<file path="src/rtl/lane_pattern_sched.sv">
// -----------------------------------------------------------------------------
// lane_pattern_sched
//
// Several vehicle-sensor lanes share one BCCCB (0-1-1-1-0) Mealy detector.
// Every lane has a one-deep sample buffer and its own saved 3-bit detector
// state. A round-robin arbiter picks one full buffer per cycle. The shared
// next-state logic then advances that lane's state. Overlap is allowed: the
// closing Bike also opens the next pattern. Each lane has a saturating
// detection counter, and the host reads it through cnt_sel / cnt_val.
//
// Ports
//   clk         single clock, rising edge
//   rst         asynchronous reset, active low
//   en          scheduler enable (no grants while low)
//   soft_clr    synchronous clear of buffers, contexts, counters, arbiter
//   lane_valid  per-lane sample valid
//   lane_data   per-lane sample (0 = Bike, 1 = Car)
//   lane_ready  per-lane buffer can accept a sample this cycle
//   det_valid   registered one-cycle detection pulse
//   det_lane    lane that completed the pattern (holds between pulses)
//   cnt_sel     counter read select
//   cnt_val     detection counter of lane cnt_sel (combinational read)
// -----------------------------------------------------------------------------
module lane_pattern_sched #(
   parameter int LANES = 4,
   parameter int CNT_W = 8,
   localparam int LW = $clog2(LANES)
) (
   input  logic             clk,
   input  logic             rst,
   input  logic             en,
   input  logic             soft_clr,
   input  logic [LANES-1:0] lane_valid,
   input  logic [LANES-1:0] lane_data,
   output logic [LANES-1:0] lane_ready,
   output logic             det_valid,
   output logic [LW-1:0]    det_lane,
   input  logic [LW-1:0]    cnt_sel,
   output logic [CNT_W-1:0] cnt_val
);

   typedef enum logic [2:0] {
      ST_IDLE = 3'd0,
      ST_B    = 3'd1,
      ST_BC   = 3'd2,
      ST_BCC  = 3'd3,
      ST_BCCC = 3'd4
   } ctx_state_t;

   localparam logic [CNT_W-1:0] CNT_MAX  = '1;
   localparam logic [LW-1:0]    LAST_IDX = LW'(LANES - 1);

   // Per-lane context, gathered from the per-lane generate blocks
   logic [LANES-1:0] buf_full;
   logic [LANES-1:0] buf_data;
   logic [2:0]       state_vec [LANES];
   logic [CNT_W-1:0] cnt_vec   [LANES];

   // Arbiter
   logic             arb_en;
   logic [LW-1:0]    last_grant_reg;
   logic             grant_any;
   logic [LW-1:0]    grant_idx;
   logic [LANES-1:0] grant;
   int               scan_idx;

   // Shared detector datapath
   logic [2:0]       sel_state;
   logic             sel_data;
   ctx_state_t       next_state;
   logic             detect;

   // Registered outputs
   logic             det_valid_reg;
   logic [LW-1:0]    det_lane_reg;

   assign arb_en = en && !soft_clr;

   // Round-robin search. The scan starts one past the last granted lane and
   // wraps. It looks only at registered buf_full, so a sample is eligible in
   // the cycle after it lands in the buffer.
   always_comb begin
      grant_any = 1'b0;
      grant_idx = '0;
      scan_idx  = 0;
      for (int k = 1; k <= LANES; k++) begin
         scan_idx = (int'(last_grant_reg) + k) % LANES;
         if (!grant_any && buf_full[LW'(scan_idx)]) begin
            grant_any = 1'b1;
            grant_idx = LW'(scan_idx);
         end
      end
      if (!arb_en) begin
         grant_any = 1'b0;
      end
   end

   // Mux in the granted lane's context for the single shared FSM
   assign sel_state = state_vec[grant_idx];
   assign sel_data  = buf_data[grant_idx];

   always_comb begin
      next_state = ST_IDLE;
      detect     = 1'b0;
      case (sel_state)
         ST_IDLE: next_state = sel_data ? ST_IDLE : ST_B;
         ST_B:    next_state = sel_data ? ST_BC   : ST_B;
         ST_BC:   next_state = sel_data ? ST_BCC  : ST_B;
         ST_BCC:  next_state = sel_data ? ST_BCCC : ST_B;
         ST_BCCC: begin
            // The closing Bike also starts the next pattern, so go to B
            next_state = sel_data ? ST_IDLE : ST_B;
            detect     = !sel_data;
         end
         default: next_state = ST_IDLE; // 5..7: recover silently
      endcase
   end

   genvar gi;
   generate
      for (gi = 0; gi < LANES; gi++) begin : g_lane
         logic             full_reg;
         logic             data_reg;
         logic [2:0]       st_reg;
         logic [CNT_W-1:0] cnt_reg;
         logic             xfer;

         assign grant[gi]      = grant_any && (grant_idx == LW'(gi));
         // A granted buffer is drained this edge, so it can take a new
         // sample at the same time.
         assign lane_ready[gi] = !soft_clr && (!full_reg || grant[gi]);
         assign xfer           = lane_valid[gi] && lane_ready[gi];

         always_ff @(posedge clk or negedge rst) begin
            if (!rst) begin
               full_reg <= 1'b0;
               data_reg <= 1'b0;
               st_reg   <= ST_IDLE;
               cnt_reg  <= '0;
            end else if (soft_clr) begin
               full_reg <= 1'b0;
               data_reg <= 1'b0;
               st_reg   <= ST_IDLE;
               cnt_reg  <= '0;
            end else begin
               if (xfer) begin
                  full_reg <= 1'b1;
                  data_reg <= lane_data[gi];
               end else if (grant[gi]) begin
                  full_reg <= 1'b0;
               end
               if (grant[gi]) begin
                  st_reg <= next_state;
                  if (detect && (cnt_reg != CNT_MAX)) begin
                     cnt_reg <= cnt_reg + 1'b1;
                  end
               end
            end
         end

         assign buf_full[gi]  = full_reg;
         assign buf_data[gi]  = data_reg;
         assign state_vec[gi] = st_reg;
         assign cnt_vec[gi]   = cnt_reg;
      end
   endgenerate

   always_ff @(posedge clk or negedge rst) begin
      if (!rst) begin
         last_grant_reg <= LAST_IDX;
         det_valid_reg  <= 1'b0;
         det_lane_reg   <= '0;
      end else if (soft_clr) begin
         last_grant_reg <= LAST_IDX;
         det_valid_reg  <= 1'b0;
      end else begin
         det_valid_reg <= grant_any && detect;
         if (grant_any) begin
            last_grant_reg <= grant_idx;
         end
         if (grant_any && detect) begin
            det_lane_reg <= grant_idx;
         end
      end
   end

   assign det_valid = det_valid_reg;
   assign det_lane  = det_lane_reg;

   // Compare-and-select read, so a select value past LANES-1 reads zero
   always_comb begin
      cnt_val = '0;
      for (int k = 0; k < LANES; k++) begin
         if (cnt_sel == LW'(k)) begin
            cnt_val = cnt_vec[k];
         end
      end
   end

endmodule

</file>
<file path="config.mk">
export PLATFORM = sky130hd
export DESIGN_NAME = lane_pattern_sched
export DESIGN_NICKNAME = d
export VERILOG_FILES = /design/src/rtl/lane_pattern_sched.sv
export SDC_FILE = /design/constraint.sdc
export NUM_CORES = 1
export LEC_CHECK = 0
export BUFFER_PORTS_ARGS = -buffer_cell sky130_fd_sc_hd__buf_4
export CAP_MARGIN = 40
export CORE_UTILIZATION = 60
export CTS_BUF_LIST = sky130_fd_sc_hd__clkbuf_4 sky130_fd_sc_hd__clkbuf_8
export DETAILED_ROUTE_END_ITERATION = 6
export PLACE_DENSITY = 0.91
export SLEW_MARGIN = 10
export SYNTH_ARGS = -nofsm -noshare
export SYNTH_HDL_FRONTEND = slang
export SYNTH_SLANG_ARGS = --single-unit
</file>
<file path="constraint.sdc">
create_clock -name clk -period 3.1 [get_ports clk]
set_input_delay 0 -clock clk [delete_from_list [all_inputs] [get_ports clk]]
set_output_delay 0 -clock clk [all_outputs]
set_load 0.01 [all_outputs]
</file>
; Word level (Yosys, flattened, before mapping)
; Cells that the tools add are included.
[op_classes]
mux = 79
n_lt_le_gt_ge = 6
eq_ne = 14
bitwise = 2
addsub = 8
reduce_logical = 60
[ops]
columns = op, n
row1 = 2-to-1 mux 8 bit, 16
row2 = 2-to-1 mux 1 bit, 37
row3 = 2-to-1 mux 3 bit, 11
row4 = "adder 8 x 1 -> 8 bit, second input constant", 4
row5 = "!= test 8 bit, second input constant", 4
row6 = nonzero test 2 bit, 13
row7 = logical AND 1 bit, 21
row8 = "less-than comparator 2 x 4 -> 1 bit, second input constant", 4
row9 = 2-to-1 mux 2 bit, 8
row10 = one-hot mux 3 bit (4 select lines), 1
row11 = nonzero test 3 bit, 4
row12 = binary-select mux 1 bit (select 2 bit), 5
row13 = AND reduction 2 bit, 5
row14 = logical NOT 1 bit, 9
row15 = "== test 2 bit, second input constant", 4
row16 = binary-select mux 3 bit (select 2 bit), 1
row17 = "== test 3 x 2 -> 1 bit, second input constant", 2
row18 = "adder 2 x 1 -> 2 bit, second input constant", 2
row19 = "adder 2 bit, second input constant", 2
row20 = "== test 2 x 1 -> 1 bit, second input constant", 2
row21 = logical NOT 2 bit, 2
row22 = logical OR 1 bit, 4
row23 = "== test 3 x 1 -> 1 bit, second input constant", 1
row24 = "== test 3 bit, second input constant", 1
row25 = other kinds (6), 6
[totals]
input_bits = 14
elab_cells = 188
ff_bits = 57

; Depth between registers and ports, before layout
; Gate-level depths: netlist of the first run.
[depth]
depth_word = 24
depth_mapped = 12
depth_no_buf = 8

; Worst setup path before layout of the first run
; Ideal clock, no wire load.
[synth_timing]
path_kind = reg2reg
from = register last_grant_reg[1]
to = register g_lane[1].cnt_reg[6]
required_ns = 2.973
setup_time_ns = 0.127
stages_incl_launch_ff = 10
arrival_time_ns = 2.695
path_buffers = 1
slack_ns = 0.278
period_less_slack_ns = 2.822
cell_sequence = dfstp_2 -> mux2_2 -> a32oi_2 -> o21a_4 -> buf_12 -> nand4_2 -> a32oi_4 -> and3_1 -> nand4_1 -> mux2_1
[synth_between]
elab_chain_len = 23
elab_cells_between_ends = 46
classes_between = add/sub (4) / eq/ne (2) / mux (27) / bitwise (1) / reduce/logical (12)
[synth_rtl]
columns = item, line
row1 = start: declaration, 61  ; logic [LW-1:0] last_grant_reg;
row2 = start signal: assignment, 179  ; last_grant_reg <= grant_idx;
row3 = adder 2 x 1 -> 2 bit, 87  ; scan_idx = (int'(last_grant_reg) + k) % LANES;
row4 = binary-select mux 1 bit (select 2 bit), 88  ; if (!grant_any && buf_full[LW'(scan_idx)]) begin
row5 = 2-to-1 mux 1 bit (not written as such) (2 in a row), 88
row6 = 2-to-1 mux 1 bit, 88
row7 = logical NOT 1 bit, 88
row8 = logical AND 1 bit, 88
row9 = 2-to-1 mux 1 bit, 88
row10 = logical NOT 1 bit, 88
row11 = (+5 left out), n/a
row12 = inverter 2 -> 3 bit (not written as such), 99  ; assign sel_state = state_vec[grant_idx];
row13 = binary-select mux 3 bit (select 2 bit), 99
row14 = 2-to-1 mux 3 bit (not written as such) (2 in a row), 99
row15 = == test 3 bit, 105  ; case (sel_state)
row16 = 2-to-1 mux 1 bit, 105
row17 = logical AND 1 bit, 154  ; if (detect && (cnt_reg != CNT_MAX)) begin
row18 = nonzero test 2 bit (no line), n/a
row19 = AND reduction 2 bit (no line) (*), n/a
row20 = end signal: assignment, 155  ; cnt_reg <= cnt_reg + 1'b1;
row21 = end: declaration, 125  ; logic [CNT_W-1:0] cnt_reg;
; Mark *: on every way between the ends. The rest lies on a longest branch, timed or not. The select of a mux whose other input is x is not followed.
; A chain may end at the register's enable or synchronous reset.

; Final worst setup path of the first run
; Same ends and word-level chain as after synthesis.

==> impl_metrics.csv, run 1 <==
group,metric,value,unit
grt,antenna_found_initial,0,
status,violations,"negative setup slack",
layout,largest_reg_flops,32,
worst_setup_path,cp-end-kind,"flop",
worst_setup_path,worstSetupPathType,"reg2reg",
sta,final-max-slew-violation-count,0,
status,status,"complete, but fails checks",
sta,clock.fmax,315,MHz
clock_tree,cts_buffers,9,
worst_setup_path,cp.arrival,3.40,ns
layout,fillers,343,
drt,avgViaCountPerCell,6.94,
layout,regArea,1430,um^2
drt,ant_nets,0,
sta,setup_violations,10,
clock_tree,clockBufferDepth,2,
sta,hold_viol,0,
die,coreArea,5540,um^2
power,vdd_drop_max,0.345,mV
sta,min_period,3.18,ns
die,die_h,78.1,um
synthesis,synth_cells,356,
hold_path,whs_path_depth,3,
clock_tree,clock_latency,0.36,ns
synthesis,synth_enable_flop_cells,0,
power,p_leak,1.88,nW
sta,skew,0.0152,ns
grt,grt_pass1_wl,15100,um
worst_setup_path,critPathMaxStageDelay,0.62,ns
synthesis,ys_seq_area_share,41.1,%
worst_setup_path,worstRegToRegCells,11,
placement,place_inst,444,
drt,totalWireLength,10300,um
worst_setup_path,cp.depth,11,
synthesis,ys_warn_count,0,
worst_setup_path,startpoint_type,"flop",
clock_tree,cts_tree,"done",
drt,drc,0,
die,die_width,78.1,um
worst_setup_path,required,3.33,ns
layout,final_layout_size_suffix_gt1_share,27.5,%
flow_run,drv_cap,0,
layout,nNetsFinal,427,
worst_setup_path,critPathTopFamily,"compound AO/OA/AOI/OAI gates",
drt,vias,3374,
sta,post-route-period-util,103,%
sta,worstMarginPinSlew,0.737,ns
grt,grt_usage,32.7,%
placement,routabilityCongestion,0.939,
placement,hpwl,5950,um
power,power_density,452,nW/um^2
layout,finish.instance_area,4310,um^2
drt,wl_per_cell,21.2,um
placement,port_buffers,28,
die,placement_rows,27,
layout,multiInputGateArea,1960,um^2
clock_tree,h-tree-depth,3,
placement,dpl_cell_area,3720,um^2
clock_tree,root_buffer,"clkbuf_8",
synthesis,synthDistinctLibCells,57,
layout,area_growth,23.9,%
synthesis,syn-num-nets,374,
worst_setup_path,worstPathBufferInverterCount,3,
synthesis,synth-seq-cells,57,
drt,dr.pass1.iters,6,
sta,finalWorstSetupSlack,-0.0791,ns
grt,grt_max_degree,58,
synthesis,ys.flop_type,"dfrtp_1",
grt,overflow,0,
synthesis,async_flop_share,100,%
die,die_area,6100,um^2
die,io_pins,29,
synthesis,syn_area,3480,um^2
drt,first_iter_violations,421,
layout,stdcell_count,486,
worst_setup_path,crit_fanout,8,
hold_path,hold_class,"in2reg",
placement,dp_slack,0.0276,ns
grt,grt_pass1_vias,3100,
sta,slew_headroom,50.9,%
clock_tree,clkSinkCount,57,
synthesis,syn_avg_cell_area,9.77,um^2
die,initial_utilization,62.8,%
layout,diodes,0,
worst_setup_path,crit_path_cell_trace,"mux2_4 > a32oi_2 > o21a_4 > buf_6 > o211ai_4 > a2111oi_4 > buf_4 > buf_12 > and3_1 > nand4_1 > mux2_1",
worst_setup_path,crit_slowest_cell,"dfstp_2",
clock_tree,clkTransAtPathRegs,0.08,ns
==> layout by cell type (no fill, tap or decap), types with 4 or more instances in the layout <==
master,n
and2_1,4
dlygate4sd3_1,10
o21ai_0,26
xor2_1,5
inv_1,12
nand2_1,19
dfrtp_1,54
ha_1,4
nand3_1,18
and3_1,11
nor2_1,30
clkbuf_8,12
nand4_1,8
or3_1,17
buf_12,6
buf_4,41
mux2_2,8
a21oi_2,7
mux2i_1,10
o211ai_1,8
a21oi_1,25
mux4_2,8
a31oi_1,5
==> kinds of logic after synthesis <==
family          after synthesis  share of synthesized area (%)
compound gates               93                           17.7
mux                          28                           11.3
flops                        57                           41.1
fa+ha+maj                     4                           1.44
simple gates                137                           22.0
buf+inv                      29                           4.46
xor+xnor                      8                           2.02
==> what timing repair did <==
action,in CTS,in global routing
cloned,0,1
pin swaps,1,9
gates resized for setup,0,18
endpoints found under the hold margin,63,0
hold buffers,10,0
setup buffers,4,11
setup endpoints to repair,1,24
==> stage by stage <==
step | hold slack (ns) | utilization, % | TNS (ns) | total power, W
finish | 0.0483 | 77.7 | -0.321 | 0.00195
global route | 0.0736 | 77.7 | -1.05 | 0.00201
CTS | 0.0456 | 73.6 | 0 | 0.00186
detailed placement | 0.103 | 67.1 | 0 | 0.00108
global placement | 0.0939 | 67.1 | 0 | 0.00107
floorplan | -0.296 | - | 0 | 0.00100
==> tightest hold or removal path, stage by stage <==
cell     delay, ns
buf_4         0.12
nand2_1       0.12
a211o_1       0.14
==> path summary, 6_finish.rpt <==
| check | from | end | slack (ns) |
|---|---|---|---|
| worst max register to register | last_grant_reg[1]$_DFFE_PN1P_ | g_lane[1].cnt_reg[6]$_DFFE_PN0P_ | -0.08 |
| worst min register to register | det_lane[1]$_DFFE_PN0P_ | det_lane[1]$_DFFE_PN0P_ | 0.51 |
| max in group asynchronous | rst | g_lane[0].full_reg$_DFFE_PN0P_ | 2.35 |
| worst max-delay path | last_grant_reg[1]$_DFFE_PN1P_ | g_lane[1].cnt_reg[6]$_DFFE_PN0P_ | -0.08 |
| min in group asynchronous | rst | g_lane[1].full_reg$_DFFE_PN0P_ | 0.23 |
| worst min-delay path | en | last_grant_reg[1]$_DFFE_PN1P_ | 0.05 |
==> cell type report <==
class	instances	share of cell area, %
Clock inverter	4	1.16
Sequential cell	57	33.2
Timing Repair Buffer	59	13.1
Tap cell	72	2.09
Clock buffer	12	3.83
Multi-Input combinational cell	270	45.6
Inverter	12	1.05
==> routing by layer <==
metal  track usage, %  share of wire, %  wire, um  vias to the layer above
met3             9.42               8.4       866                       67
met2             53.4                51      5220                      246
met1             39.4                36      3710                     1633
met4             16.3               5.0       521                        0
li1                 -                 -         -                     1428
met5                0                 0         0                        -
==> report_power, final <==
group / total [W] / internal [W] / switching [W] / leakage [nW]
sequential: 0.000787 / 0.000763 / 0.0000231 / 0.779
combinational: 0.000397 / 0.000179 / 0.000219 / 0.992
clock: 0.000762 / 0.000435 / 0.000327 / 0.105
total: 0.00195 / 0.00138 / 0.000569 / 1.88
==> cell usage after synthesis, drive strengths merged, types with 2 or more instances <==
library cell | instances | area, um^2
a31oi | 5 | 31.3
nor2b | 3 | 18.8
dfrtp | 55 | 1380
a211o | 2 | 17.5
o21a | 2 | 22.5
xnor2 | 3 | 26.3
clkbuf | 8 | 30.0
ha | 4 | 50.1
o31ai | 3 | 22.5
buf | 9 | 80.1
nand3 | 21 | 130
o211ai | 9 | 72.6
mux4 | 8 | 180
o22ai | 2 | 12.5
xor2 | 5 | 43.8
nand2 | 22 | 92.6
a211oi | 3 | 22.5
a21oi | 32 | 160
inv | 12 | 45.0
or3 | 19 | 119
a22oi | 2 | 20.0
nor3b | 2 | 15.0
mux2 | 10 | 113
or4 | 2 | 15.0
and2 | 4 | 25.0
mux2i | 10 | 100
nor3 | 3 | 15.0
dfstp | 2 | 52.6
nand4 | 11 | 87.6
nand2b | 2 | 12.5
or2 | 3 | 18.8
a32oi | 2 | 43.8
nor2 | 31 | 124
and3 | 11 | 68.8
o21ai | 26 | 130
Power figures use the tool's default switching activity.
==> run 2, diff against run 1 <==
Clock period 3.1 ns to 3.3 ns, I/O delays scaled along.
==> impl_metrics.csv, run 2 (same netlist as run 1, synthesis figures left out) <==
group,metric,value,unit
status,status,"finished, final reports clean",
placement,routabilityCongestion,0.892,
sta,hold_viol,0,
worst_setup_path,crit_fanout,13,
die,die_area,6100,um^2
placement,dp_slack,0.229,ns
worst_setup_path,worstSetupPathType,"reg2reg",
drt,drc,0,
die,initial_utilization,62.8,%
worst_setup_path,cp-end-kind,"flop",
placement,hpwl,5760,um
worst_setup_path,critPathMaxStageDelay,0.65,ns
power,p_int,0.00127,W
grt,grt_pass1_vias,2956,
sta,slew_headroom,52.1,%
sta,post-route-period-util,94.3,%
layout,largest_reg_flops,32,
grt,grt_pass1_wl,14100,um
drt,totalWireLength,8540,um
power,sw_frac_of_total,28.0,%
drt,ant_nets,0,
die,coreArea,5540,um^2
clock_tree,cts_buffers,9,
sta,skew,0.0135,ns
sta,worstMarginPinSlew,0.719,ns
hold_path,hold_class,"in2reg",
drt,avgViaCountPerCell,6.52,
clock_tree,root_buffer,"clkbuf_8",
power,p_sw,0.000493,W
layout,area_growth,16.0,%
sta,finalWorstSetupSlack,0.189,ns
clock_tree,clkTransAtPathRegs,0.08,ns
die,die_h,78.1,um
sta,final-max-slew-violation-count,0,
layout,final_core_util,72.8,%
sta,setup_violations,0,
power,p_leak,1.76,nW
clock_tree,clock_latency,0.35,ns
placement,dpl_cell_area,3700,um^2
drt,first_iter_violations,265,
layout,final_common_cell,"dfrtp_1",
power,vdd_drop_max,0.290,mV
power,pwr-share-seq,42.0,%
sta,min_period,3.11,ns
drt,vias,3064,
clock_tree,clkSinkCount,57,
worst_setup_path,crit_path_cell_trace,"mux2_2 > a32oi_2 > o21a_4 > o211ai_1 > a2111oi_4 > buf_4 > nand4_1 > or3_1 > a21oi_1",
layout,regArea,1430,um^2
layout,fillers,382,
clock_tree,h-tree-depth,3,
sta,rsz0062_at_grt,"false",
worst_setup_path,startpoint_type,"flop",
clock_tree,clockBufferDepth,2,
layout,finish.instance_area,4030,um^2
die,placement_rows,27,
worst_setup_path,required,3.56,ns
grt,overflow,0,
power,power_density,436,nW/um^2
grt,antenna_found_initial,0,
sta,fin_setup_tns,0,ns
worst_setup_path,cp.arrival,3.38,ns
grt,grt_max_degree,58,
power,clockPowerShare,42.3,%
worst_setup_path,crit_slowest_cell,"dfstp_2",
flow_run,drv_cap,0,
die,io_pins,29,
layout,nNetsFinal,411,
placement,port_buffers,28,
drt,wl_per_cell,18.2,um
grt,grt_usage,30.4,%
layout,final_layout_size_suffix_gt1_share,21.4,%
sta,clock.fmax,321,MHz
die,die_width,78.1,um
layout,final_cell_mix,"dfrtp_1 (55), buf_4 (33), a21oi_1 (32)",
drt,dr.pass1.iters,6,
layout,diodes,0,
layout,multiInputGateArea,1890,um^2
power,comb_power_share,15.7,%
clock_tree,cts_tree,"done",
run 2: cell count changes in the layout (fill, tap and decap cells not counted), moves of 2 or more:
cell | before | now
or3_1 | 17 | 19
a21oi_2 | 7 | 0
or3_4 | 2 | 0
buf_12 | 6 | 0
a21oi_1 | 25 | 32
clkbuf_8 | 12 | 10
buf_4 | 41 | 33
run 2: critical path, delay by kind of cell, from the launching register on:
kind	cells	cell delay (ns)
mux	1	0.37
compound gates	5	1.14
buf+inv	1	0.27
simple gates	2	0.58
flops	1	0.65
run 2: worst paths after layout:
kind / start / end / slack, ns / cells after the start
min in group asynchronous: rst / g_lane[0].full_reg$_DFFE_PN0P_ / 0.24 / 2
hold reg to reg: det_lane[1]$_DFFE_PN0P_ / det_lane[1]$_DFFE_PN0P_ / 0.49 / 2
max in group asynchronous: rst / g_lane[3].cnt_reg[1]$_DFFE_PN0P_ / 2.57 / 2
setup reg to reg: last_grant_reg[1]$_DFFE_PN1P_ / g_lane[3].cnt_reg[4]$_DFFE_PN0P_ / 0.19 / 9
hold / removal: en / last_grant_reg[0]$_DFFE_PN1P_ / 0.06 / 3
setup / recovery: last_grant_reg[1]$_DFFE_PN1P_ / g_lane[3].cnt_reg[4]$_DFFE_PN0P_ / 0.19 / 9
run 2: power groups by stage:
stage | clock, W | sequential, W | combinational (W)
detailed placement | 0 | 0.000751 | 0.000259
finish | 0.000745 | 0.000739 | 0.000276
global route | 0.000783 | 0.000741 | 0.000300
floorplan | 0 | 0.000740 | 0.000204
CTS | 0.000754 | 0.000738 | 0.000271
global placement | 0 | 0.000750 | 0.000253
run 2: per-layer routing:
| metal | vias to the layer above | GRT usage, % | wire length, um |
|---|---|---|---|
| li1 | 1399 | - | - |
| met5 | - | 0 | 0 |
| met3 | 33 | 6.98 | 627 |
| met4 | 0 | 15.9 | 289 |
| met1 | 1480 | 37.7 | 3410 |
| met2 | 152 | 49.7 | 4210 |
run 2: cell type report:
class / count / share of cell area [%]
sequential: 57 / 35.4
timing repair buffer: 43 / 8.62
inverter: 12 / 1.12
multi-input combinational: 270 / 46.9
clock buffer: 10 / 3.41
tap: 72 / 2.23
clock inverter: 6 / 2.26
run 2: stage by stage:
step / hold slack (ns) / instances / power, W
after floorplan: -0.296 / 356 / 0.000943
after global placement: 0.0999 / 444 / 0.00100
after detailed placement: 0.103 / 444 / 0.00101
after CTS: 0.0331 / 470 / 0.00176
after global routing: 0.0680 / 470 / 0.00182
final: 0.0622 / 470 / 0.00176
run 2: repair_timing:
item                                    CTS  global route
hold buffers                             10             0
endpoints found under the setup margin    0             0
endpoints found under the hold margin    63             0
setup buffers                             0             0
resized for setup                         0             0
